**src/rtl/stage3_writeback.sv**
```systemverilog
// Stage 3 of the emulator core: RAM/output-device write requests, next PC and next power/exec-mode flags.
// The datapath is combinational; only the halt status bit is registered.
module stage3_writeback #(
    parameter logic [15:0] RESET_PC = 16'h0044,
    parameter logic [15:0] PC_STEP  = 16'd4
) (
    input  logic        clk,
    input  logic        reset_button,
    input  logic [2:0]  mblock_s3,
    input  logic [31:0] vrw_value,
    input  logic [31:0] vw_value,
    input  logic [7:0]  vrw_source,
    input  logic [15:0] pc,
    input  logic        is_powered_on,
    input  logic        flag_last_zero,
    input  logic        execute_from_ram,
    output logic [31:0] output_devices_value,
    output logic [7:0]  output_devices_address,
    output logic [15:0] ram_address,
    output logic [31:0] ram_in,
    output logic        ram_is_write,
    output logic        output_is_write,
    output logic [15:0] pc_next,
    output logic        execute_from_ram_new,
    output logic        is_powered_on_new,
    output logic        halted
);

    typedef enum logic [2:0] {
        MB_NOP       = 3'd0,
        MB_RAM_DIR   = 3'd1,
        MB_OUT_WRITE = 3'd2,
        MB_RAM_IND   = 3'd3,
        MB_JMP       = 3'd4,
        MB_JZ        = 3'd5,
        MB_JNZ       = 3'd6,
        MB_HLT       = 3'd7
    } mblock_t;

    mblock_t     w_mblock;
    logic [15:0] w_pc_inc;
    logic [15:0] w_target;
    logic        r_halted;

    assign w_mblock = mblock_t'(mblock_s3);
    assign w_pc_inc = pc + PC_STEP;
    assign w_target = vw_value[15:0];

    always_comb begin
        ram_address            = {8'h00, vrw_source};
        ram_in                 = vw_value;
        output_devices_address = vrw_source;
        output_devices_value   = vw_value;
        ram_is_write           = 1'b0;
        output_is_write        = 1'b0;
        pc_next                = w_pc_inc;
        is_powered_on_new      = is_powered_on;
        execute_from_ram_new   = execute_from_ram;

        case (w_mblock)
            MB_NOP:       ;
            MB_RAM_DIR:   ram_is_write = 1'b1;
            MB_OUT_WRITE: output_is_write = 1'b1;
            MB_RAM_IND: begin
                ram_is_write = 1'b1;
                ram_address  = vrw_value[15:0];
            end
            MB_JMP:       pc_next = w_target;
            MB_JZ:        if (flag_last_zero)  pc_next = w_target;
            MB_JNZ:       if (!flag_last_zero) pc_next = w_target;
            MB_HLT: begin
                is_powered_on_new = 1'b0;
                pc_next           = pc;
            end
            default:      ;
        endcase

        // Reset wins over both the powered-off hold and HLT.
        if (reset_button) begin
            ram_is_write         = 1'b0;
            output_is_write      = 1'b0;
            pc_next              = RESET_PC;
            is_powered_on_new    = 1'b1;
            execute_from_ram_new = 1'b0;
        end else if (!is_powered_on) begin
            ram_is_write         = 1'b0;
            output_is_write      = 1'b0;
            pc_next              = pc;
            is_powered_on_new    = 1'b0;
            execute_from_ram_new = execute_from_ram;
        end
    end

    always_ff @(posedge clk or posedge reset_button) begin
        if (reset_button) begin
            r_halted <= 1'b0;
        end else if (w_mblock == MB_HLT && is_powered_on) begin
            r_halted <= 1'b1;
        end
    end

    assign halted = r_halted;

endmodule

```
**config.mk**
```make
export PLATFORM = sky130hd
export DESIGN_NAME = stage3_writeback
export DESIGN_NICKNAME = d
export VERILOG_FILES = /design/src/rtl/stage3_writeback.sv
export SDC_FILE = /design/constraint.sdc
export NUM_CORES = 1
export LEC_CHECK = 0
export CAP_MARGIN = 20
export CORE_AREA = 2 2 77 87
export CTS_BUF_LIST = sky130_fd_sc_hd__clkbuf_4 sky130_fd_sc_hd__clkbuf_8
export DETAILED_ROUTE_END_ITERATION = 12
export DIE_AREA = 0 0 79 89
export PLACE_DENSITY = 0.91
export SYNTH_ARGS = -nofsm -noshare
export SYNTH_HDL_FRONTEND = slang
export SYNTH_SLANG_ARGS = --single-unit
```
**constraint.sdc**
```tcl
create_clock -name clk -period 2.2 [get_ports clk]
set_clock_uncertainty 0.05 [all_clocks]
set_input_delay 0.44 -clock clk [delete_from_list [all_inputs] [get_ports clk]]
set_output_delay 0.44 -clock clk [all_outputs]
set_load 0.03 [all_outputs]
```
==> metrics.md, run 1 <==
| Metric | Value |
|---|---|
| Post-DR wirelength/cell | 19.4 um |
| Slew margin rel. | 72.8% |
| Max FO, Critical Path | 4 |
| Syn Area/Cell | 7.12 um2 |
| Nets@finish | 457 |
| Top cell type's share of synthesized area | 33.7% |
| Maximum vdd ir drop | 0.0979 mV |
| Critical Path AT | 1.74 ns |
| Pleak | 0.00149 uW |
| Initial drt markers | 128 |
| Mapped Area | 1620 um2 |
| PD cells | 245 nW/um2 |
| Synth area leader | buf_4 |
| Tot GR Track Use | 19.9% |
| Worst endpoint required time | 1.71 ns |
| Critical-path top delay cell | mux2i_2 |
| Vias | 2313 |
| Setup WS post-layout | -0.0341 ns |
| Post-synth EDFFs | 0 |
| Final HPWL DP | 5790 um |
| Ports | 205 |
| Seq/Total Area, Yosys | 1.54% |
| CTS Hold Buffers Added | 0 |
| Latest clock arrival within the worst-skew pair | 0 ns |
| Final setup TNS | -0.0531 ns |
| Worst-Margin Slew | 0.408 ns |
| Die Span X | 79 um |
| Vias in the first global route | 2205 |
| Final Cycle Share | 102% |
| Most frequent cells after synthesis | buf_4 (73), a21oi_1 (11), nand2_1 (11) |
| XOR/XNOR Fraction of Synth Area | 0.539% |
| # DRC | 0 |
| Area Growth Syn to Fin | 112% |
| Syn. warnings | 0 |
| Layout cell share with drive strength beyond 1 | 57.8% |
| Worst-path clk slew | 0 ns |
| Main combinational cell family by area after synthesis | buffers and inverters |
| Pin count of the biggest net entering global routing | 15 |
| Post-Syn Nets | 325 |
| Simple logic cell fraction of the synthesized area | 26.9% |
| Most used cell, CP | buf_6 |
| Hold/Removal Path Class | flop to flop |
| Slew Viols, Final | 0 |
| Worst r2r src | halted$_DFFE_PP0P_ |
| Max FFs per register | 1 |
| Final number of setup-violating endpoints | 4 |
| Ranking of synthesized cells by area | buf_4 (34%), mux2_2 (6.2%), and2_1 (3.9%) |
| Vias per inst | 5.28 |
| Synth Flop Type | dfrtp_1 |
| Die ar. | 7030 um2 |
| Critical path launch point type | input port |
| Worst hold slack | 0.404 ns |
| DRT Pass-1 Iters | 4 |
| Post-route ant nets | 0 |
| Yosys cell types | 46 |
| Startpoint of the worst hold path | halted$_DFFE_PP0P_ |
| Tmin final | 2.23 ns |
| Adder-cell area share of the yosys netlist | 0.770% |
| Placer Congestion | 0.849 |
| Fin area | 3440 um2 |
| Antenna violations before repair | 0 |
| Maximum clock rate | 0.448 GHz |
| Final hold violation count | 0 |
| Placed cell areas | 2950 um2 |
| Gate Count Post-Synth | 228 |
| Maxcap violations | 0 |
| CP startpoint | pc[4] |
| Failing checks | negative setup slack |
| Synth Area in Compound Gates | 22.2% |
| Most frequent cell after synthesis | buf_4 |
| Synth Register Bits | 1 |
| Routed WL | 8510 um |
| Unrepaired setup endpoints after global routing | true |
| Crit Path Category | input port to primary output |
| Critical path endpoint category | primary output |
| Mux cell area share after synthesis | 9.32% |
| Core Footprint | 6080 um2 |
| Row count | 30 |
| Grt total ovfl | 0 |
| First-pass GRT wire length | 11200 um |
| Diode count | 0 |
| Status | finished, violations left |
| Chip height | 89 um |
| Starting Density | 26.7% |
| Critical Path, Cell by Cell | buf_2 > buf_6 > nand4_4 > buf_4 > nor3_4 > mux2i_2 > o22ai_2 > buf_6 |
| Port Buffers | 140 |
| Max incr delay on CP | 0.30 ns |
| Fill cell count | 493 |
| Post-synth ARST share | 100% |
==> cell families (layout without fill, tap and decap cells) <==
kind of cell / Yosys count / after routing
AND/OR/NAND/NOR: 69 / 69
adder cells (fa/ha/maj): 1 / 1
multiplexers: 14 / 14
AO/OA/AOI/OAI: 50 / 50
XOR/XNOR: 1 / 1
flip-flops: 1 / 1
buffers and inverters: 92 / 222
==> layer usage <==
metal | GRT usage [%] | routed length (um) | vias up
li1 | - | - | 1012
met1 | 18.5 | 2650 | 1059
met2 | 40.2 | 4490 | 199
met3 | 4.55 | 958 | 43
met4 | 10.2 | 418 | 0
met5 | 0 | 0 | -
==> repair_timing <==
item,4_1_cts,5_1_grt
cloned,0,2
setup endpoints to repair,36,22
pin swaps,15,17
gates resized for setup,162,49
buffers inserted,13,9
==> power breakdown <==
part           total [uW]  internal (uW)  leakage (uW)  switching, uW
sequential           20.2           19.7    0.00000900          0.512
combinational         821            401       0.00148            420
clock                   0              0             0              0
total                 841            420       0.00149            421
==> cell usage in the layout (no fill, tap or decap), types with 3 or more instances in the layout <==
cell / n
buf_12: 3
nand2_2: 4
a211oi_2: 4
mux2_2: 8
clkdlybuf4s50_1: 66
mux2i_1: 3
a22oi_1: 4
clkdlybuf4s15_2: 8
nor3_1: 3
nand3_1: 4
nor2_1: 7
a21oi_2: 5
inv_1: 7
o21ai_0: 4
nor2b_1: 3
nor3_4: 3
buf_6: 24
o21a_1: 4
a22oi_2: 4
and3_4: 4
nand2_1: 7
buf_2: 3
nand3_2: 3
buf_4: 96
and2_1: 9
buf_8: 4
a21oi_1: 6
dlygate4sd2_1: 5
==> worst paths after layout <==
kind | cells after the start | to | slack (ns)
max in group asynchronous | 3 | halted$_DFFE_PP0P_ | 1.36
worst max register to register | 1 | halted$_DFFE_PP0P_ | 1.52
worst min-delay path | 1 | halted$_DFFE_PP0P_ | 0.40
worst max-delay path | 8 | pc_next[11] | -0.03
worst min register to register | 1 | halted$_DFFE_PP0P_ | 0.40
min in group asynchronous | 3 | halted$_DFFE_PP0P_ | 0.65
==> final cells by class <==
cell class	instances	area [um2]	area share (%)
timing repair buffer	214	1990	57.8
multi-input combinational	135	1300	37.7
tap	80	100	2.91
inverter	8	30.0	0.873
sequential	1	25.0	0.728
==> critical path, delay by kind of cell <==
kind                   cells  cell delay (ns)
AO/OA/AOI/OAI              1             0.12
buffers and inverters      4             0.57
multiplexers               1             0.30
AND/OR/NAND/NOR            2             0.30
==> metrics by stage <==
step	std cells	util, %	setup WS, ns	total power [uW]
finish	438	56.5	-0.0341	841
global route	438	56.5	-0.0713	875
CTS	430	53.1	-0.00516	776
detailed placement	418	48.5	-1.07	732
global placement	418	48.5	-0.946	722
floorplan	228	-	-0.0794	505
Power figures use the tool's default switching activity.
==> inputs of run 2 (changes only) <==
--- a/config.mk
+++ b/config.mk
@@ -14,3 +14,4 @@
 export SYNTH_ARGS = -nofsm -noshare
 export SYNTH_HDL_FRONTEND = slang
 export SYNTH_SLANG_ARGS = --single-unit
+export TNS_END_PERCENT = 1
==> run 2 against run 1 <==
The flow now finishes without violations; sequential power is essentially flat; flip-flop and latch count is the same; critical path depth shrank 1; final area shrank 4.0%; largest power group unchanged.
==> metrics.md, run 2 (synthesis gave the netlist of run 1 again) <==
| Metric | Value |
|---|---|
| Vias | 2144 (-7.3%) |
| Non-filler cells, final | 432 (-1.4%) |
| # DRC | 0 (unchanged) |
| Slew margin rel. | 77.3% (+4.5 points) |
| Grt total ovfl | 0 (unchanged) |
| R2r endpoint | halted$_DFFE_PP0P_ |
| Commonest non-fill, non-tap cell in the layout | buf_4 |
| Worst-Margin Slew | 0.337 ns (-0.0712 ns) |
| Post-DR wirelength/cell | 17.1 um (-12%) |
| Vias in the first global route | 2206 (+0.045%) |
| Max FO, Critical Path | 5 (+1) |
| Critical-path top delay cell | a2111oi_2 |
| Critical Path, Cell by Cell | buf_6 > buf_8 > and3_4 > a21oi_2 > and2_1 > a2111oi_2 > buf_4 |
| Diode count | 0 (unchanged) |
| Pin count of the biggest net entering global routing | 11 (-4) |
| DRT Pass-1 Iters | 4 (unchanged) |
| CTS Hold Buffers Added | 0 (unchanged) |
| Area Growth Syn to Fin | 103% |
| Final number of setup-violating endpoints | 0 (-4) |
| Die ar. | 7030 um2 (unchanged) |
| Critical Path AT | 1.70 ns (-0.04 ns) |
| Maximum clock rate | 0.456 GHz (+1.9%) |
| Nets@finish | 451 (-1.3%) |
| Placer Congestion | 0.835 (-1.6%) |
| Slew Viols, Final | 0 (unchanged) |
| Starting Density | 26.7% (unchanged) |
| Worst hold slack | 0.437 ns (+0.0335 ns) |
| Tot GR Track Use | 18.7% (-1.1 points) |
| Final Cycle Share | 99.7% (-1.9 points) |
| Port Buffers | 140 (unchanged) |
| Tmin final | 2.19 ns (-0.0412 ns) |
| Max incr delay on CP | 0.36 ns (+0.06 ns) |
| Hold path cells | 1 (unchanged) |
| Crit Path Category | input port to primary output |
| Commonest non-fill, non-tap cells in the layout | buf_4 (91), clkdlybuf4s50_1 (69) |
| Unrepaired setup endpoints after global routing | true |
| Die Span X | 79 um (unchanged) |
| WHS Endpoint | halted$_DFFE_PP0P_ |
| Antenna violations before repair | 2 (+2) |
| Worst-path clk slew | 0 ns (unchanged) |
| Maxcap violations | 0 (unchanged) |
| Worst r2r src | halted$_DFFE_PP0P_ |
| Critical path launch point type | input port |
| Worst endpoint required time | 1.71 ns (about the same) |
| Post-Place Cells | 420 (+0.48%) |
| Row count | 30 (unchanged) |
| Chip height | 89 um (unchanged) |
| Pleak | 0.00142 uW (-4.3%) |
| Routed WL | 7370 um (-13%) |
| First-pass GRT wire length | 10700 um (-4.5%) |
| Reg2reg path depth | 1 (unchanged) |
| Critical path endpoint category | primary output |
| Post-route ant nets | 0 (unchanged) |
| Layout cell share with drive strength beyond 1 | 51.4% (-6.4 points) |
| R2R setup slack | 1.49 ns (-0.03 ns) |
| Max FFs per register | 1 (unchanged) |
| Vias per inst | 4.96 (-6.0%) |
| Core Footprint | 6080 um2 (unchanged) |
| PD cells | 241 nW/um2 (-1.3%) |
| Hold/Removal Path Class | flop to flop |
| Startpoint of the worst hold path | halted$_DFFE_PP0P_ |
| Ports | 205 (unchanged) |
| Maximum vdd ir drop | 0.0975 mV (-0.38%) |
| Final setup TNS | 0 ns (+0.0531 ns) |
| Status | complete, no violations |
| Final HPWL DP | 5720 um (-1.2%) |
| Latest clock arrival within the worst-skew pair | 0 ns (unchanged) |
| Final hold violation count | 0 (unchanged) |
| Initial drt markers | 87 (-32%) |
[run 2: power by group]
group | internal [uW] | switching (uW) | total, uW
registers | 19.7 | 0.648 | 20.4
logic | 382 | 394 | 776
clock network | 0 | 0 | 0
[run 2: how the worst max path moves through the flow]
stage,start,endpoint,cells after the start
after global placement,flag_last_zero,pc_next[12],7
after global routing,pc[2],pc_next[11],8
after detailed placement,mblock_s3[0],ram_address[4],6
final,mblock_s3[0],pc_next[15],7
after floorplan,mblock_s3[2],pc_next[15],6
after CTS,is_powered_on,pc_next[5],7
[run 2: repair_timing]
action                     CTS  global route
buffers inserted             8             3
setup endpoints to repair   35            19
resized for setup          101            46
cloned                       0             2
pin swaps                   14            14
[run 2: final cells by class]
type | count | area (um2)
fillers | 558 | 2780
multi-input cells | 135 | 1200
flip-flops and latches | 1 | 25.0
repair buffers | 208 | 1940
inverters | 8 | 30.0
well taps | 80 | 100
[run 2: critical path: cells and delay by family]
kind | cells | cell delay, ns
AOI/OAI and AO/OA | 2 | 0.43
buffers and inverters | 3 | 0.44
and+or+nand+nor | 2 | 0.37
[run 2: routing by layer]
metal / GRT usage, % / up-vias / share of wire [%]
met5: 0 / - / 0.31
met4: 4.39 / 4 / 2.4
met3: 4.65 / 24 / 9.9
met2: 39.1 / 140 / 54
met1: 18.3 / 980 / 34
li1: - / 996 / -
[run 2: stage by stage]
| step | utilization, % | area (um2) | power (uW) | worst slack (ns) |
|---|---|---|---|---|
| 3_3_place_gp | 48.8 | 2970 | 725 | -0.640 |
| 5_1_grt | 54.3 | 3300 | 838 | -0.0706 |
| 2_1_floorplan | - | 1640 | 492 | -0.223 |
| 4_1_cts | 52.0 | 3160 | 765 | -0.0624 |
| 6_report | 54.3 | 3300 | 797 | 0.00707 |
| 3_5_place_dp | 48.8 | 2970 | 734 | -0.572 |
==> inputs of run 3 (changes only) <==
--- a/config.mk
+++ b/config.mk
@@ -11,6 +11,7 @@
 export DETAILED_ROUTE_END_ITERATION = 12
 export DIE_AREA = 0 0 79 89
 export PLACE_DENSITY = 0.91
+export SLEW_MARGIN = 20
 export SYNTH_ARGS = -nofsm -noshare
 export SYNTH_HDL_FRONTEND = slang
 export SYNTH_SLANG_ARGS = --single-unit
==> constraint.sdc (replaced) <==
create_clock -name clk -period 2.1 [get_ports clk]
set_clock_uncertainty 0.05 [all_clocks]
set_input_delay 0.42 -clock clk [delete_from_list [all_inputs] [get_ports clk]]
set_output_delay 0.42 -clock clk [all_outputs]
set_load 0.03 [all_outputs]
==> run 3 against run 2 <==
The flow now finishes with violations (negative setup slack); flip-flop and latch count is the same; first-iteration DRC count is 15% lower; register-to-register slack worse by 0.07 ns; wire length decreased by 1.3%; via count shrank 0.37%; global-route usage increased by 0.42 points; cell count is 1.4% higher; sequential power is 4% higher; critical endpoint unchanged.
==> metrics.md, run 3 (synthesis gave the netlist of run 1 again) <==
| Metric | Value |
|---|---|
| Max FO, Critical Path | 7 (+2) |
| PD cells | 252 nW/um2 (+4.5%) |
| Antenna violations before repair | 2 (unchanged) |
| Core Footprint | 6080 um2 (unchanged) |
| Setup WS post-layout | -0.115 ns (-0.122 ns) |
| Worst-path clk slew | 0 ns (unchanged) |
| Tmin final | 2.22 ns |
| Final setup TNS | -0.534 ns (-0.534 ns) |
| # DRC | 0 (unchanged) |
| Max incr delay on CP | 0.38 ns (+0.02 ns) |
| Final hold violation count | 0 (unchanged) |
| Maxcap violations | 0 (unchanged) |
| Pleak | 0.00148 uW (+4.1%) |
| Worst endpoint required time | 1.63 ns (-0.08 ns) |
| Post-route ant nets | 0 (unchanged) |
| Commonest non-fill, non-tap cells in the layout | buf_4 (106), clkdlybuf4s50_1 (53), buf_6 (13) |
| Worst-Margin Slew | 0.327 ns (-0.0102 ns) |
| Commonest non-fill, non-tap cell in the layout | buf_4 |
| Starting Density | 26.7% (unchanged) |
| Slew margin rel. | 78.1% (+0.85 points) |
| Latest clock arrival within the worst-skew pair | 0 ns (unchanged) |
| Die ar. | 7030 um2 (unchanged) |
| Critical path launch point type | input port |
| Status | finished, violations left |
| Vias | 2136 (-0.37%) |
| Slew Viols, Final | 0 (unchanged) |
| Vias per inst | 4.88 (-1.7%) |
| Initial drt markers | 74 (-15%) |
| Nets@finish | 455 (+0.89%) |
| Pin count of the biggest net entering global routing | 14 (+3) |
| Vias in the first global route | 2227 (+0.95%) |
| Port Buffers | 140 (unchanged) |
| Final Cycle Share | 105% |
| Failing checks | negative setup slack |
| Placer Congestion | 0.807 (-3.4%) |
| Post-DR wirelength/cell | 16.6 um (-2.7%) |
| Fill cell count | 575 (+3.0%) |
| Row count | 30 (unchanged) |
| Crit Path Category | input port to primary output |
| Critical Path, Cell by Cell | buf_2 > buf_6 > and3_4 > a21oi_1 > and2_4 > a2111oi_4 > clkbuf_16 |
| Chip height | 89 um (unchanged) |
| First-pass GRT wire length | 10800 um (+1.0%) |
| Unrepaired setup endpoints after global routing | true |
| Worst slack, placed | -0.612 ns (-0.0409 ns) |
| Critical Path AT | 1.75 ns (+0.05 ns) |
| Maximum clock rate | 0.451 GHz |
| Grt total ovfl | 0 (unchanged) |
| Die Span X | 79 um (unchanged) |
| Ports | 205 (unchanged) |
| Final HPWL DP | 5860 um (+2.4%) |
| Max FFs per register | 1 (unchanged) |
| Layout cell share with drive strength beyond 1 | 56.7% (+5.3 points) |
| Critical-path top delay cell | a2111oi_4 |
| Routed WL | 7270 um (-1.3%) |
| Final number of setup-violating endpoints | 11 (+11) |
| Maximum vdd ir drop | 0.111 mV (+14%) |
| Area Growth Syn to Fin | 102% |
| Critical path endpoint category | primary output |
| CTS Hold Buffers Added | 0 (unchanged) |
| Tot GR Track Use | 19.2% (+0.42 points) |
| Hold/Removal Path Class | flop to flop |
| DRT Pass-1 Iters | 4 (unchanged) |
[run 3: changes by cell type in the layout (fill, tap and decap cells not counted), sizes merged]
| cell | before | now |
|---|---|---|
| dlymetal6s2s | 1 | 6 |
| dlygate4sd2 | 9 | 7 |
| buf | 120 | 135 |
| clkbuf | 4 | 6 |
| diode | 0 | 2 |
| clkdlybuf4s50 | 69 | 53 |
[run 3: path summary, 6_finish.rpt]
kind                                     from                 end  slack [ns]  cells after the start
max reg2reg                halted$_DFFE_PP0P_  halted$_DFFE_PP0P_        1.42                      1
max                              mblock_s3[1]         pc_next[15]       -0.12                      7
min                        halted$_DFFE_PP0P_  halted$_DFFE_PP0P_        0.40                      1
min in group asynchronous        reset_button  halted$_DFFE_PP0P_        0.80                      3
max in group asynchronous        reset_button  halted$_DFFE_PP0P_        1.11                      3
min reg2reg                halted$_DFFE_PP0P_  halted$_DFFE_PP0P_        0.40                      1
[run 3: metrics by stage]
stage          area (um2)  total power [uW]  hold slack (ns)  util [%]  instances
3_3_place_gp         2980               765            0.392      49.1        426
6_report             3280               828            0.404      53.9        438
2_1_floorplan        1660               521            0.129         -        228
3_5_place_dp         2980               775            0.405      49.1        426
5_1_grt              3270               871            0.415      53.8        436
4_1_cts              3220               815            0.405      53.0        436
[run 3: repair_timing]
item / in CTS / in global routing
endpoints found under the setup margin: 28 / 29
resized for setup: 125 / 27
pin swaps: 21 / 9
gates cloned: 0 / 0
setup buffers: 10 / 0
[run 3: layer usage]
| metal | GRT usage [%] | vias up | routed length, um |
|---|---|---|---|
| met3 | 4.55 | 21 | 686 |
| met5 | 0 | - | 13 |
| met1 | 17.3 | 967 | 2330 |
| met2 | 41.7 | 141 | 4060 |
| met4 | 5.02 | 2 | 183 |
| li1 | - | 1005 | - |
[run 3: power by group]
group	switching, uW	internal (uW)	total, uW
sequential	0.582	20.7	21.2
clock	0	0.000128	0.000128
combinational	409	397	806
[run 3: cell type report]
type / count / area, um2 / area share, %
Timing Repair Buffer: 212 / 1910 / 58.1
Antenna cell: 2 / 5.00 / 0.153
Multi-Input combinational cell: 135 / 1210 / 37.0
Inverter: 8 / 30.0 / 0.916
Tap cell: 80 / 100 / 3.05
Sequential cell: 1 / 25.0 / 0.763
[run 3: worst max-delay path: cells and delay by family]
family / cells / cell delay, ns
buf+inv: 3 / 0.46
simple gates: 2 / 0.39
compound gates: 2 / 0.48
